--- src/rtl/fv_qed_commit_tracker_if.sv ---
// Commit-strobe bus between the FV bind layer and the QED commit tracker.
// master drives retire strobes and stall; slave returns counts and status flags.
interface fv_qed_commit_tracker_if #(
    parameter int MAX_COMMIT = 2,
    parameter int CNT_WIDTH  = 16
);
    logic [MAX_COMMIT:1]  commit;
    logic [MAX_COMMIT:1]  commit_is_dup;
    logic                 stall;
    logic [CNT_WIDTH-1:0] orig_count;
    logic [CNT_WIDTH-1:0] dup_count;
    logic                 qed_ready;
    logic                 qed_error;
    logic                 cnt_overflow;
    logic                 wdog_fire;

    modport master (
        output commit, commit_is_dup, stall,
        input  orig_count, dup_count, qed_ready, qed_error, cnt_overflow, wdog_fire
    );

    modport slave (
        input  commit, commit_is_dup, stall,
        output orig_count, dup_count, qed_ready, qed_error, cnt_overflow, wdog_fire
    );
endinterface

--- src/rtl/fv_qed_commit_tracker.sv ---
// Counts retired original/duplicate QED instructions and reports MATCH, ordering errors and saturation.
// Optional idle watchdog is built only when FV_COMMIT_WATCHDOG_EN is defined.
module fv_qed_commit_tracker #(
    parameter int MAX_COMMIT  = 2,
    parameter int CNT_WIDTH   = 16,
    parameter int WDOG_CYCLES = 64
) (
    input  logic                     clk,
    input  logic                     reset,
    fv_qed_commit_tracker_if.slave   bus
);
    typedef enum logic [2:0] {S_IDLE, S_RUN, S_MATCH, S_SAT, S_ERROR} state_t;

    localparam logic [CNT_WIDTH:0] ONE = {{CNT_WIDTH{1'b0}}, 1'b1};

    state_t               r_state;
    logic [CNT_WIDTH-1:0] r_orig, r_dup;
    logic                 r_ready, r_err, r_ovf;

    logic [CNT_WIDTH:0]   w_n_orig, w_n_dup, w_sum_orig, w_sum_dup;
    logic [CNT_WIDTH-1:0] w_nx_orig, w_nx_dup;
    logic                 w_sat_orig, w_sat_dup, w_sat_any;

    always_comb begin
        w_n_orig = '0;
        w_n_dup  = '0;
        for (int i = 1; i <= MAX_COMMIT; i++) begin
            if (bus.commit[i]) begin
                if (bus.commit_is_dup[i]) w_n_dup  = w_n_dup + ONE;
                else                      w_n_orig = w_n_orig + ONE;
            end
        end
        w_sum_orig = {1'b0, r_orig} + w_n_orig;
        w_sum_dup  = {1'b0, r_dup} + w_n_dup;
        // Carry out of the widened add means the count passed all-ones.
        w_sat_orig = w_sum_orig[CNT_WIDTH];
        w_sat_dup  = w_sum_dup[CNT_WIDTH];
        w_sat_any  = w_sat_orig | w_sat_dup;
        w_nx_orig  = w_sat_orig ? '1 : w_sum_orig[CNT_WIDTH-1:0];
        w_nx_dup   = w_sat_dup  ? '1 : w_sum_dup[CNT_WIDTH-1:0];
    end

    always_ff @(posedge clk) begin
        if (reset) begin
            r_orig  <= '0;
            r_dup   <= '0;
            r_state <= S_IDLE;
            r_ready <= 1'b0;
            r_err   <= 1'b0;
            r_ovf   <= 1'b0;
        end else begin
            r_orig <= w_nx_orig;
            r_dup  <= w_nx_dup;
            if (w_sat_any) r_ovf <= 1'b1;
            if (r_state == S_ERROR || w_nx_dup > w_nx_orig) begin
                r_state <= S_ERROR;
                r_ready <= 1'b0;
                r_err   <= 1'b1;
            end else if (r_state == S_SAT || w_sat_any) begin
                r_state <= S_SAT;
                r_ready <= 1'b0;
                r_err   <= 1'b0;
            end else if (w_nx_orig == w_nx_dup && w_nx_orig != '0) begin
                r_state <= S_MATCH;
                r_ready <= 1'b1;
                r_err   <= 1'b0;
            end else if (w_nx_orig != '0) begin
                r_state <= S_RUN;
                r_ready <= 1'b0;
                r_err   <= 1'b0;
            end else begin
                r_state <= S_IDLE;
                r_ready <= 1'b0;
                r_err   <= 1'b0;
            end
        end
    end

    assign bus.orig_count   = r_orig;
    assign bus.dup_count    = r_dup;
    assign bus.qed_ready    = r_ready;
    assign bus.qed_error    = r_err;
    assign bus.cnt_overflow = r_ovf;

`ifdef FV_COMMIT_WATCHDOG_EN
    localparam int WW = $clog2(WDOG_CYCLES + 1);
    localparam logic [WW-1:0] WDOG_LIM = WW'(WDOG_CYCLES);
    localparam logic [WW-1:0] WONE     = WW'(1);

    logic [WW-1:0] r_idle;
    logic          r_wdog;

    // Idle time is only meaningful while a QED program is in flight.
    always_ff @(posedge clk) begin
        if (reset) begin
            r_idle <= '0;
            r_wdog <= 1'b0;
        end else if (|bus.commit) begin
            r_idle <= '0;
        end else if (!bus.stall && (r_state == S_RUN || r_state == S_MATCH)
                     && r_idle != WDOG_LIM) begin
            r_idle <= r_idle + WONE;
            if (r_idle + WONE == WDOG_LIM) r_wdog <= 1'b1;
        end
    end

    assign bus.wdog_fire = r_wdog;
`else
    logic w_unused_stall;
    assign w_unused_stall = bus.stall;
    assign bus.wdog_fire  = 1'b0;
`endif
endmodule

--- src/flat_wrapper.sv ---
// flat-port wrapper written by rule: the top's interface ports become plain ports
module fv_qed_commit_tracker_flat 
#(
    parameter int MAX_COMMIT  = 2,
    parameter int CNT_WIDTH   = 16,
    parameter int WDOG_CYCLES = 64
)
  (clk, reset, bus_commit, bus_commit_is_dup, bus_stall, bus_orig_count, bus_dup_count, bus_qed_ready, bus_qed_error, bus_cnt_overflow, bus_wdog_fire);
  fv_qed_commit_tracker_if #(.MAX_COMMIT(MAX_COMMIT), .CNT_WIDTH(CNT_WIDTH)) bus_i ();
  input  logic clk;
  input  logic reset;
  input wire logic [$bits(bus_i.commit)-1:0] bus_commit;
  input wire logic [$bits(bus_i.commit_is_dup)-1:0] bus_commit_is_dup;
  input wire logic [$bits(bus_i.stall)-1:0] bus_stall;
  output wire logic [$bits(bus_i.orig_count)-1:0] bus_orig_count;
  output wire logic [$bits(bus_i.dup_count)-1:0] bus_dup_count;
  output wire logic [$bits(bus_i.qed_ready)-1:0] bus_qed_ready;
  output wire logic [$bits(bus_i.qed_error)-1:0] bus_qed_error;
  output wire logic [$bits(bus_i.cnt_overflow)-1:0] bus_cnt_overflow;
  output wire logic [$bits(bus_i.wdog_fire)-1:0] bus_wdog_fire;
  assign bus_i.commit = bus_commit;
  assign bus_i.commit_is_dup = bus_commit_is_dup;
  assign bus_i.stall = bus_stall;
  assign bus_orig_count = bus_i.orig_count;
  assign bus_dup_count = bus_i.dup_count;
  assign bus_qed_ready = bus_i.qed_ready;
  assign bus_qed_error = bus_i.qed_error;
  assign bus_cnt_overflow = bus_i.cnt_overflow;
  assign bus_wdog_fire = bus_i.wdog_fire;
  fv_qed_commit_tracker #(.MAX_COMMIT(MAX_COMMIT), .CNT_WIDTH(CNT_WIDTH), .WDOG_CYCLES(WDOG_CYCLES)) u_core (.clk(clk), .reset(reset), .bus(bus_i));
endmodule
--- config.mk ---
export PLATFORM = sky130hd
export DESIGN_NAME = fv_qed_commit_tracker_flat
export DESIGN_NICKNAME = d
export VERILOG_FILES = /design/src/rtl/fv_qed_commit_tracker_if.sv /design/src/rtl/fv_qed_commit_tracker.sv /design/src/flat_wrapper.sv
export SDC_FILE = /design/constraint.sdc
export NUM_CORES = 1
export LEC_CHECK = 0
export CORE_ASPECT_RATIO = 0.8
export CORE_MARGIN = 1
export CORE_UTILIZATION = 53
export CTS_CLUSTER_DIAMETER = 100
export DETAILED_ROUTE_END_ITERATION = 16
export GPL_TIMING_DRIVEN = 0
export PLACE_DENSITY = 0.9
export REMOVE_ABC_BUFFERS = 1
export SLEW_MARGIN = 25
export SYNTH_ARGS = -nofsm -noshare
export SYNTH_HDL_FRONTEND = slang
export SYNTH_SLANG_ARGS = --single-unit
--- constraint.sdc ---
create_clock -name clk -period 5.7 [get_ports clk]
set_input_delay 0.855 -clock clk [delete_from_list [all_inputs] [get_ports clk]]
set_output_delay 0.855 -clock clk [all_outputs]
set_load 0.01 [all_outputs]
==> key figures <==
Timing
  – Final Hold Fails: 0
  – Final Setup Violations: 0
  – Clock skew: 5.393 ps
  – Slew Limit Fails: 0
  – Fmax: 0.1853 GHz
  – Setup TNS Final: 0 ps
  – Rel. slew slack: 46.88%
  – RSZ-0062 raised after global routing: no
  – Tcrit/Tclk final: 94.70%
  – Tmin final: 5398 ps
  – Final hold slack: 490.9 ps
  – Worst slew pin tran: 789.5 ps

Setup path
  – CP startpoint kind: input pin
  – Buf/Inv on CP: 2
  – CP most frequent cell: ha_1
  – Crit-path slowest cell: or4_1
  – R2r setup slk: 1510 ps
  – Crit Reg-Reg Startpoint: u_core.bus.dup_count[0]
  – Data required time of the critical path: 5920 ps
  – Crit-path cells: clkdlybuf4s50_1 > and2_1 > ha_1 > mux2_2 > ha_1 > inv_1 > fa_1 > nor3b_1 > nand3_1 > nor2_1 > and2_1 > mux2_2 > ha_1 > nand3_1 > a2111oi_0 > or4_1 > o21ai_0 > nand2_1 > a21oi_1
  – Crit path kind: in2reg
  – Crit end category: register
  – RR Endpoint: u_core.r_state[0]
  – Max stage delay on crit path: 460 ps
  – Reg2reg path depth: 15
  – Crit path arrival time: 5610 ps
  – CP top delay family: simple AND/OR/NAND/NOR gates
  – CP max FO: 5

Yosys
  – Synthesized area: 2459 µm²
  – Post-synthesis cell type count: 51
  – Sequential area share after synthesis: 30.13%
  – Yosys warning total: 0
  – Cells after Synth: 302
  – FF+latch count, synth: 37
  – Avg Synthesized Cell Area: 8.141 µm²

Global routing
  – Initial antenna violation count: 0
  – Pin count of the biggest net entering global routing: 36
  – First-pass GRT wire length: 9.701 mm
  – Gr usage total: 24.56%
  – Number of global-route vias before repair: 2156
  – Grt ovf: 0

Placement
  – # port buffers: 40
  – Final HPWL DP: 4.427 mm
  – Routability cong.: 0.8224
  – Area after DPL: 2874 µm²
  – DP Cell Count: 387

Clock tree
  – CTS H-tree lvls: 2
  – Clock tree root driver cell: clkbuf_8
  – Clock network latency to the later pin of the worst-skew pair: 290 ps
  – Sink Count: 37
  – Hold_buf cts: 0
  – Setup Buffers After CTS: 0
  – CTS tree: built
  – Clock transition at path regs: 70 ps
  – Resize count post-CTS: 0
  – Worst-case clock buffer depth: 2
  – Num CTS Buffers: 5

Pwr
  – NetSw: 157.6 µW
  – LEAKAGE: 0.001248 µW
  – Flop pwr share: 48.5%
  – Pint: 422.4 µW
  – P per Cell Area: 194.8 nW/µm²
  – Sw frac: 27.17%
  – Peak VDD IR: 0.0001621 V
  – Combinational power share: 19.5%
  – Clock power frac: 32.1%

Routing
  – # DRC: 0
  – Vias: 2300
  – Wire per inst: 14.96 µm
  – Final WL: 5.894 mm
  – First-iteration detailed-routing DRC count: 143
  – Post-DRT Antenna Nets: 0
  – Vias/cell: 5.838
  – DR pass1 iterations: 4

Die
  – Chip Height: 62.92 µm
  – Rows: 21
  – Die width: 78.15 µm
  – Core ar.: 4309 µm²
  – Boundary Pins: 43
  – Full die area: 4917 µm²
  – Starting Density: 57.06%

Cells and area
  – Area delta synth->final: 21.07%
  – Final core occ: 69.08%
  – Most common cell after layout, fill and taps aside: nor2_1
  – Cell area after layout: 2977 µm²
  – Finished Layout Cells: 394
  – Inserted Diodes: 0
  – Multi-input logic area: 1629 µm²
  – Layout cells sized above 1: 7.418%
  – Commonest non-fill, non-tap cells in the layout: nor2_1 (40), clkdlybuf4s50_1 (39), dfxtp_1 (37), nand2_1 (30), a21oi_1 (24)
  – Final net count: 368
  – Layout fillers: 365
  – Flip-flop and latch area: 740.7 µm²

Worst hold path
  – Hold Path Class: reg2reg
  – Hold Startpoint: u_core.bus.qed_error
  – Hold path cells: 2
  – WHS Endpoint: u_core.bus.qed_error

Run status
  – Outcome: complete, no violations

Flow run
  – Max Cap Viol: 0
## sequential cells by signal (all words and copies together) (netlist names)
| register | flops |
|---|---|
| u_core.bus.qed_ready | 1 |
| u_core.bus.qed_error | 1 |
| u_core.r_state | 2 |
| u_core.bus.dup_count | 16 |
| u_core.bus.cnt_overflow | 1 |
| u_core.bus.orig_count | 16 |
## stage by stage
step	power (µW)	worst slack, ps
after detailed placement	399.3	-129.9
after floorplan	355.1	622.8
after global routing	602.7	5.782
after CTS	580.7	115.8
final	579.9	301.9
after global placement	394.1	-823.3
## worst max-delay path by stage
stage,start,end,slack (ps),cells past startpoint
global route,bus_commit[0],u_core.r_state[1],6,19
finish,bus_commit[0],u_core.r_state[0],300,19
global placement,bus_commit[0],u_core.r_state[1],-820,18
CTS,bus_commit[0],u_core.r_state[0],120,20
detailed placement,bus_commit[0],u_core.r_state[1],-130,20
floorplan,bus_commit[0],u_core.r_state[1],620,17
## metal layers
| metal | global-route usage (%) | up-vias | share of wire, % |
|---|---|---|---|
| li1 | - | 1128 | - |
| met1 | 32.11 | 1104 | 46 |
| met2 | 42.32 | 61 | 48 |
| met3 | 3.650 | 7 | 5.0 |
| met4 | 5.787 | 0 | 0.75 |
| met5 | 0 | - | 0 |
## cell usage after synthesis, drive strengths merged
library cell  number  area [µm²]
a21o               4       30.03
nor4b              2       17.52
or4                4       33.78
nand2             31       116.4
a41oi              1       8.760
a32oi              1       8.760
dfxtp             37       740.7
and2b              1       7.510
nand3             12       70.07
fa                 2       40.04
nand4             12       81.33
nand3b             1       7.510
nor2b              7       43.79
mux2i              3       30.03
nor2              40       150.1
and4               1       8.760
nor3               6       30.03
a211oi             3       27.52
or3b               1       8.760
and2               5       31.28
o41a               1       11.26
o2111ai            1       8.760
nor3b              3       22.52
o21bai             1       7.510
o211ai             2       15.01
ha                22       275.3
or3                3       20.02
a21oi             25       128.9
nand2b             3       18.77
a2111oi            1       8.760
conb               1       3.750
nand4b             1       15.01
inv               13       48.80
mux2               5       56.30
nor4               5       46.29
xnor2             11       96.34
a31oi              1       6.260
xor2               8       70.07
and3               3       18.77
o21ai              5       25.02
buf                6       36.28
clkbuf             7       26.28
## cells by family after synthesis
| logic type | count (synthesis) | synth area share, % |
|---|---|---|
| adder cells (fa/ha/maj) | 24 | 12.82 |
| buffers and inverters | 26 | 4.529 |
| AND/OR/NAND/NOR | 141 | 30.43 |
| other | 1 | 0.1525 |
| AO/OA/AOI/OAI | 46 | 11.65 |
| multiplexers | 8 | 3.511 |
| XOR/XNOR | 19 | 6.768 |
| flip-flops | 37 | 30.13 |
## power by group through the flow
stage / clock (µW) / combinational [µW] / sequential (µW)
after floorplan: 0 / 65.1 / 290
after global placement: 0 / 108 / 286
after detailed placement: 0 / 113 / 287
after CTS: 187 / 113 / 281
after global routing: 195 / 126 / 282
final: 186 / 113 / 281
## worst min-delay path, stage by stage, from the launching register on
cell and delay (ps):
dfxtp_1 330, nand2_1 60, a21oi_1 50
## area by class of cell
cell class | instances | area share (%)
inverter | 13 | 1.639
tap | 57 | 2.396
timing repair buffer | 41 | 13.45
clock buffer | 7 | 2.900
sequential | 37 | 24.88
multi-input combinational | 239 | 54.73
No activity file was read; power rests on OpenSTA's default activity.
